File: config.mk
export PLATFORM = sky130hd
export DESIGN_NAME = roi_window_gen
export DESIGN_NICKNAME = d
export VERILOG_FILES = /design/src/rtl/roi_window_gen.sv
export SDC_FILE = /design/constraint.sdc
export NUM_CORES = 1
export LEC_CHECK = 0
export ABC_AREA = 1
export CAP_MARGIN = 10
export CORE_MARGIN = 5
export CORE_UTILIZATION = 40
export CTS_CLUSTER_DIAMETER = 200
export DETAILED_ROUTE_END_ITERATION = 6
export GPL_TIMING_DRIVEN = 0
export PLACE_DENSITY = 0.66
export SLEW_MARGIN = 10
export SYNTH_ARGS = -nofsm -noshare
export SYNTH_HDL_FRONTEND = slang
export SYNTH_SLANG_ARGS = --single-unit
File: constraint.sdc
create_clock -name clk -period 1.86 [get_ports clk]
set_clock_uncertainty 0.1 [all_clocks]
set_input_delay 0.372 -clock clk [delete_from_list [all_inputs] [get_ports clk]]
set_output_delay 0.372 -clock clk [all_outputs]
set_load 0.005 [all_outputs]
File: src/rtl/roi_window_gen.sv
// Multi-window ROI reference generator: derives pixel/line coordinates from
// vsync/hsync and emits per-window href/vref/act strobes against frame-shadowed bounds.
module roi_window_gen #(
  parameter int CNT_W    = 12,
  parameter int NUM_WIN  = 2,
  parameter int SYNC_POL = 1,
  parameter int FCNT_W   = 16
) (
  input  logic                     clk,
  input  logic                     rst_n,
  input  logic                     vsync,
  input  logic                     hsync,
  input  logic [NUM_WIN-1:0]       win_en,
  input  logic [NUM_WIN*CNT_W-1:0] win_x0,
  input  logic [NUM_WIN*CNT_W-1:0] win_x1,
  input  logic [NUM_WIN*CNT_W-1:0] win_y0,
  input  logic [NUM_WIN*CNT_W-1:0] win_y1,
  output logic [NUM_WIN-1:0]       win_href,
  output logic [NUM_WIN-1:0]       win_vref,
  output logic [NUM_WIN-1:0]       win_act,
  output logic [CNT_W-1:0]         pix_x,
  output logic [CNT_W-1:0]         line_y,
  output logic                     frame_start,
  output logic                     frame_end,
  output logic [FCNT_W-1:0]        frame_cnt,
  output logic [NUM_WIN-1:0]       cfg_err,
  output logic                     armed
);

  localparam logic [CNT_W-1:0] CMAX = '1;

  logic vs, hs;
  assign vs = (SYNC_POL != 0) ? vsync : ~vsync;
  assign hs = (SYNC_POL != 0) ? hsync : ~hsync;

  logic                     vs_d, hs_d, live, first_line, st_rise, st_fall;
  logic [CNT_W-1:0]         x, y;
  logic [NUM_WIN-1:0]       sh_en;
  logic [NUM_WIN*CNT_W-1:0] sh_x0, sh_x1, sh_y0, sh_y1;
  logic                     vs_rise, vs_fall, hs_rise, arm;

  // live masks the first sample after reset, so a vsync already held active
  // through a mid-frame reset is not mistaken for a new frame start.
  assign vs_rise = live & vs & ~vs_d;
  assign vs_fall = live & ~vs & vs_d;
  assign hs_rise = hs & ~hs_d;
  assign arm     = armed | vs_rise;

  // Stage 1: sync history, coordinates of the pixel sampled on this edge, shadows.
  always_ff @(posedge clk or negedge rst_n) begin
    if (!rst_n) begin
      live       <= 1'b0;
      vs_d       <= 1'b0;
      hs_d       <= 1'b0;
      armed      <= 1'b0;
      first_line <= 1'b0;
      st_rise    <= 1'b0;
      st_fall    <= 1'b0;
      x          <= '0;
      y          <= '0;
      sh_en      <= '0;
      sh_x0      <= '0;
      sh_x1      <= '0;
      sh_y0      <= '0;
      sh_y1      <= '0;
    end else begin
      live    <= 1'b1;
      vs_d    <= vs;
      hs_d    <= hs;
      st_rise <= vs_rise;
      st_fall <= vs_fall & armed;
      if (vs_rise) begin
        armed <= 1'b1;
        sh_en <= win_en;
        sh_x0 <= win_x0;
        sh_x1 <= win_x1;
        sh_y0 <= win_y0;
        sh_y1 <= win_y1;
      end
      if (!arm || !hs || hs_rise) begin
        x <= '0;
      end else if (x != CMAX) begin
        x <= x + 1'b1;
      end
      if (!arm || !vs) begin
        y          <= '0;
        first_line <= 1'b0;
      end else if (vs_rise) begin
        y          <= '0;
        first_line <= ~hs_rise;
      end else if (hs_rise) begin
        if (first_line) begin
          first_line <= 1'b0;
        end else if (y != CMAX) begin
          y <= y + 1'b1;
        end
      end
    end
  end

  logic [NUM_WIN-1:0] href_n, vref_n, bad;

  always_comb begin
    href_n = '0;
    vref_n = '0;
    bad    = '0;
    for (int unsigned i = 0; i < NUM_WIN; i++) begin
      bad[i] = (sh_x1[i*CNT_W +: CNT_W] < sh_x0[i*CNT_W +: CNT_W]) |
               (sh_y1[i*CNT_W +: CNT_W] < sh_y0[i*CNT_W +: CNT_W]);
      href_n[i] = sh_en[i] & ~bad[i] & armed & hs_d &
                  (x >= sh_x0[i*CNT_W +: CNT_W]) & (x <= sh_x1[i*CNT_W +: CNT_W]);
      vref_n[i] = sh_en[i] & ~bad[i] & armed & vs_d &
                  (y >= sh_y0[i*CNT_W +: CNT_W]) & (y <= sh_y1[i*CNT_W +: CNT_W]);
    end
  end

  // Stage 2: registered outputs, all aligned one edge behind stage 1.
  always_ff @(posedge clk or negedge rst_n) begin
    if (!rst_n) begin
      win_href    <= '0;
      win_vref    <= '0;
      win_act     <= '0;
      pix_x       <= '0;
      line_y      <= '0;
      frame_start <= 1'b0;
      frame_end   <= 1'b0;
      frame_cnt   <= '0;
      cfg_err     <= '0;
    end else begin
      win_href    <= href_n;
      win_vref    <= vref_n;
      win_act     <= href_n & vref_n;
      pix_x       <= x;
      line_y      <= y;
      frame_start <= st_rise;
      frame_end   <= st_fall;
      if (st_fall) frame_cnt <= frame_cnt + 1'b1;
      if (st_rise) cfg_err <= bad;
    end
  end

endmodule

==> results_dict.tcl, run 1 <==
set metrics [dict create \
    drtPass1Iterations 6 \
    r2r_slack_ps -30 \
    synth.area.top_cells "dfrtp_1 (43%), ha_1 (17%), nand2_1 (13%)" \
    min_path_cells 1 \
    max_slew.worst_pin.slew_ps 608 \
    p_clk_share_pct 33.0 \
    dp_hpwl_um 20900 \
    syn_nets 1493 \
    synth-edff-count 0 \
    synth_top_area_cell "dfrtp_1" \
    drv_cap 0 \
    endpoint_kind "register" \
    ios 153 \
    hold_path.class "in2reg" \
    slew_headroom_pct 59.5 \
    crit_start "x[7]" \
    crit_arrival_ps 2160 \
    overflow 0 \
    grt_pass1_vias 8905 \
    placed_area_sq_um 12300 \
    synth_cells 1248 \
    portBuffers 152 \
    setup-violations-final 4 \
    drive_above_1_share_pct 17.8 \
    final_net_count 1723 \
    yosysWarnings 0 \
    yosys_most_used_dff "dfrtp_1" \
    n_fill_cell 2271 \
    async_flop_share_pct 100 \
    htree_levels 4 \
    grt_util_all_layers_pct 20.1 \
    min_from "vsync" \
    synth_cell_types 36 \
    total_leakage_power_nw 6.97 \
    slew_viol_final 0 \
    rsz0062_at_grt "true" \
    power_frac_seq_pct 40.7 \
    wirelength_um 29400 \
    drtAntennaViolNets 0 \
    final_util_pct 55.9 \
    final.setup.worst_slack_ps -29.3 \
    final_cell_mix "nand2_1 (314), inv_1 (187), dfrtp_1 (154)" \
    critPathKind "reg2reg" \
    grt_max_degree 107 \
    cts.sinks 179 \
    pwr-share-comb_pct 26.3 \
    crit_fanout 5 \
    start_util_pct 40.8 \
    netlist_area_sq_um 10300 \
    startpoint_type "register" \
    crit_required_ps 2130 \
    core_area_sq_um 25300 \
    die_y_um 170 \
    fin_crit_sh_pct 102 \
    clock_latency_ps 440 \
    wl_per_cell_um 16.1 \
    r2r_start "x[7]" \
    syn_to_final_growth_pct 37.1 \
    final_cells 1821 \
    max_freq_mhz 529 \
    viasPerCell 4.94 \
    insertedDiodeCount 0 \
    final_common_cell "nand2_1" \
    grt_pass1_wl_um 45700 \
    die_area_sq_um 29100 \
    max-vdd-ir-drop_mv 0.568 \
    ctsLongestPathBuffers 2 \
    route.detailed.drc 0 \
    cts_made_buffers 17 \
    die_w_um 170 \
    violations "negative setup slack" \
    drt-initial-drc-count 704 \
    switching_power_mw 3.66 \
    p_int_mw 7.58 \
    final_hold_viol_count 0 \
    p_sw_share_pct 32.6 \
    clkTransAtPathRegs_ps 80 \
    synth_top_area_share_pct 43.5 \
    gp_congestion 0.876 \
    placed_cells 1731 \
    status "complete, but fails checks" \
    avgSynthCellArea_sq_um 8.25 \
    yosysSeqAreaShare_pct 43.5 \
    design_area_sq_um 14100 \
    yosys_register_bits 179 \
    num_rows 58 \
    vias 8993 \
    finalCriticalPeriod_ps 1890 \
    antenna_found_initial 0 \
    cts_tree "yes" \
    p_per_area_nw_per_um2 796 \
    reg2reg_depth 11 \
    cts_root_buffer "clkbuf_16" \
]
## flip-flops by register name, indices dropped and copies added, names as in the netlist, 12 cells and up
name       count
frame_cnt     16
line_y        12
pix_x         12
sh_x0         24
sh_x1         24
sh_y0         24
sh_y1         24
x             12
y             12
## critical path, cell delays in order (launching register included)
cell and delay [ps]:
dfrtp_2 510, buf_6 160, ha_4 230, a21oi_1 160
nand2_1 80, nand2_1 60, nand3_1 60, nand2_1 80
nand2_2 70, nor2_4 140, nand2_2 80, nor2_1 80
## power by group through the flow
stage	Combinational, mW	Sequential (mW)	Clock [mW]
final	2.96	4.58	3.71
after global routing	3.39	4.63	3.93
after CTS	2.70	4.56	3.76
after detailed placement	2.49	4.64	0
after global placement	2.39	4.64	0
after floorplan	1.54	4.58	0
## through the flow
stage / worst slack (ps) / power (mW) / TNS (ps) / hold WS (ps)
6_report: -29.3 / 11.2 / -45.4 / 201
5_1_grt: -148 / 12.0 / -739 / 196
4_1_cts: -28.6 / 11.0 / -28.6 / 188
3_5_place_dp: -1050 / 7.13 / -107280 / 289
3_3_place_gp: -7430 / 7.03 / -1427090 / 340
2_1_floorplan: 5.53 / 6.12 / 0 / -23.6
## worst paths after layout
check / to
setup / recovery: win_act[0]
hold / removal: vs_d
setup reg to reg: win_act[0]
hold reg to reg: frame_end
max in group asynchronous: y[1]
min in group asynchronous: sh_y0[19]
## cells in the mapped netlist, types with 2 or more instances
cell / number
nand3_1: 28
and2_1: 3
buf_2: 12
nand2_1: 346
clkbuf_1: 10
inv_1: 199
a31oi_1: 4
ha_1: 143
nor4_1: 2
dfrtp_1: 179
inv_2: 3
xor2_1: 10
o21ai_1: 4
nor3_1: 19
o21a_1: 3
xnor2_1: 6
nand4_1: 19
a21oi_1: 57
nor2_1: 66
nor2_2: 2
o21ai_0: 112
o21bai_1: 3
o31ai_1: 2
a21o_1: 4
## final cells by class
type / count / area [sq um] / share of cell area, %
Tap cell: 330 / 413 / 2.92
Buffer: 23 / 145 / 1.03
Multi-Input combinational cell: 844 / 5690 / 40.3
Inverter: 202 / 761 / 5.39
Clock buffer: 18 / 439 / 3.11
Timing Repair Buffer: 211 / 2010 / 14.2
Clock inverter: 14 / 156 / 1.11
Sequential cell: 179 / 4510 / 31.9
## kinds of logic (layout without fill, tap and decap cells)
group / count (synthesis) / in the layout / share of synthesized area, %
buf+inv: 225 / 468 / 8.38
flops: 179 / 179 / 43.5
simple gates: 493 / 493 / 19.6
fa+ha+maj: 143 / 143 / 17.4
other cells: 1 / 1 / 0.0364
compound gates: 190 / 190 / 9.63
mux: 1 / 1 / 0.109
xor+xnor: 16 / 16 / 1.36
## layer usage
layer / vias up / wire length (um) / global-route usage [%]
li1: 4463 / - / -
met1: 4256 / 13000 / 26.9
met2: 239 / 14300 / 33.8
met3: 35 / 1560 / 3.37
met4: 0 / 513 / 5.52
met5: - / 0 / 0
## timing repair
item | in CTS | in global routing
endpoints found under the setup margin | 140 | 31
cloned | 0 | 1
pin swaps | 19 | 68
hold buffers | 1 | 0
setup buffers | 45 | 11
gates resized for setup | 94 | 93
hold endpoints to repair | 73 | 0
No activity file was read; power rests on OpenSTA's default activity.
==> run 2: changes to the inputs <==
--- a/config.mk
+++ b/config.mk
@@ -8,11 +8,12 @@
 export ABC_AREA = 1
 export CAP_MARGIN = 10
 export CORE_MARGIN = 5
-export CORE_UTILIZATION = 40
+export CORE_UTILIZATION = 30
 export CTS_CLUSTER_DIAMETER = 200
 export DETAILED_ROUTE_END_ITERATION = 6
+export DONT_BUFFER_PORTS = 1
 export GPL_TIMING_DRIVEN = 0
-export PLACE_DENSITY = 0.66
+export PLACE_DENSITY = 0.47
 export SLEW_MARGIN = 10
 export SYNTH_ARGS = -nofsm -noshare
 export SYNTH_HDL_FRONTEND = slang
==> run 2 against run 1 <==
Compared with the run above:
- the flow finishes with violations (negative hold slack, negative setup slack)
- sequential power about the same
- setup slack got worse by 39 ps
- non-clock buffer count decreased by 44
- clock-buffer cell count increased by 1
- worst hold slack got worse by 670 ps
- global-route usage decreased by 3.5 points
- register-to-register slack got worse by 40 ps
- total power decreased by 1.2%
- combinational power decreased by 6.8%
- sequential cell count unchanged
- die area increased by 31%
- utilization decreased by 14 points
- largest power group unchanged
- highest routed layer unchanged
==> results_dict.tcl, run 2 (synthesized netlist as in run 1, its figures left out) <==
set metrics [dict create \
    n_fill_cell 3419 \
    fin_tns_setup_ps -113 \
    grt_pass1_wl_um 49400 \
    switching_power_mw 3.62 \
    max_slew.worst_pin.slew_ps 596 \
    drive_above_1_share_pct 21.7 \
    gr-usage-met2_pct 27.7 \
    reg2reg_depth 8 \
    ctsHoldBuffers 100 \
    cpMaxStageDelayCell "dfrtp_2" \
    portBuffers 0 \
    cts.sinks 179 \
    fin_hold_ws_ps -469 \
    max-vdd-ir-drop_mv 0.686 \
    violations "negative hold slack, negative setup slack" \
    p_clk_share_pct 33.6 \
    power_frac_seq_pct 41.5 \
    crit_fanout 7 \
    route.detailed.drc 0 \
    die_y_um 195 \
    drtAntennaViolNets 0 \
    wl_per_cell_um 16.9 \
    p_per_area_nw_per_um2 794 \
    pwr-share-comb_pct 24.8 \
    die_area_sq_um 38100 \
    setup-violations-final 3 \
    crit_chain "ha_4 -> nand2_1 -> nor2_4 -> and2_4 -> nand4_1 -> a21oi_2 -> nand3_4 -> nor2_1" \
    hold_path.class "in2async" \
    final_net_count 1680 \
    syn_to_final_growth_pct 35.9 \
    ctsLongestPathBuffers 2 \
    die_w_um 195 \
    finalCriticalPeriod_ps 1930 \
    cts_made_buffers 17 \
    grt_max_degree 180 \
    crit_start "y[9]" \
    htree_levels 4 \
    final_common_cell "nand2_1" \
    grt_util_all_layers_pct 16.6 \
    busiest_layer "met2" \
    final_hold_viol_count 179 \
    placed_area_sq_um 10900 \
    crit_arrival_ps 2210 \
    cts_tree "yes" \
    gp_congestion 0.817 \
    use_met3_pct 3.46 \
    clock_latency_ps 450 \
    viasPerCell 4.61 \
    post-place-ws_ps -612 \
    core_area_sq_um 33700 \
    power.total_mw 11.1 \
    rsz0062_at_grt "true" \
    total_leakage_power_nw 6.87 \
    slew_headroom_pct 60.3 \
    fin_crit_sh_pct 104 \
    crit_cells 8 \
    start_util_pct 30.6 \
    max_freq_mhz 519 \
    grt_pass1_vias 8756 \
    design_area_sq_um 14000 \
    critPathKind "reg2reg" \
    critPathBufInv 0 \
    drtPass1Iterations 6 \
    cts_root_buffer "clkbuf_16" \
    p_int_mw 7.48 \
    drt-initial-drc-count 409 \
    vias 8737 \
    dp_hpwl_um 22400 \
    cp_slowest_stage_delay_ps 530 \
    final_cell_mix "nand2_1 (316), inv_1 (176), dfrtp_1 (155)" \
    r2r_slack_ps -70 \
    slew_viol_final 0 \
    endpoint_kind "register" \
    r2r_start "y[9]" \
    clkTransAtPathRegs_ps 80 \
    met1_usage_pct 22.1 \
    ios 153 \
    overflow 0 \
    final.setup.worst_slack_ps -68.5 \
    num_rows 67 \
    antenna_found_initial 0 \
    p_sw_share_pct 32.6 \
    crit_required_ps 2140 \
    path_delay_family "simple AND/OR/NAND/NOR gates" \
    wirelength_um 32100 \
    drv_cap 0 \
    startpoint_type "register" \
    status "complete, but fails checks" \
    critPathCapture "win_act[1]" \
    rr_endpoint "win_act[1]" \
]
run 2: worst min path at each step:
stage | end | from | cells past startpoint | slack, ps
floorplan | armed | rst_n | 0 | -20
global placement | sh_y1[19] | rst_n | 0 | -5
detailed placement | sh_y0[19] | rst_n | 0 | -4
CTS | sh_y0[19] | rst_n | 0 | -500
global route | sh_y0[19] | rst_n | 0 | -510
finish | sh_y0[19] | rst_n | 0 | -470
run 2: layout make-up:
type                    instances  area (sq um)  share of cell area [%]
plain buffers                  23           143                    1.02
flip-flops and latches        179          4510                    32.2
clock inverters                13           138                   0.984
repair buffers                167          1570                    11.2
inverters                     202           762                    5.45
multi-input cells             845          5860                    41.9
diodes                          1          2.50                  0.0179
clock buffers                  19           453                    3.24
well taps                     448           561                    4.01
run 2: worst register-to-register path, stage by stage, from the launching register on:
cell,delay (ps)
dfrtp_2,530
ha_4,320
nand2_1,90
nor2_4,120
and2_4,140
nand4_1,110
a21oi_2,230
nand3_4,120
nor2_1,110
run 2: power by group through the flow:
stage	Sequential (mW)	Combinational (mW)	Clock, mW
after floorplan	4.58	1.54	0
after global placement	4.66	1.99	0
after detailed placement	4.66	2.04	0
after CTS	4.59	2.45	3.88
after global routing	4.67	3.19	4.04
final	4.61	2.76	3.74
run 2: metal layers:
| layer | vias up | wire length (um) | part of all wire (%) |
|---|---|---|---|
| li1 | 4390 | - | - |
| met1 | 4159 | 14800 | 46 |
| met2 | 156 | 15500 | 48 |
| met3 | 32 | 1270 | 4.0 |
| met4 | 0 | 520 | 1.6 |
| met5 | - | 0 | 0 |
run 2: metrics by stage:
stage,utilization (%),cells
finish,41.5,1897
global route,41.5,1896
CTS,38.8,1863
detailed placement,32.2,1696
global placement,32.2,1696
floorplan,-,1248
run 2: repair_timing:
action	4_1_cts	5_1_grt
buffers inserted	35	30
cloned	0	3
resized for setup	97	144
setup endpoints to repair	129	80
pin swaps	30	58
endpoints found under the hold margin	281	179
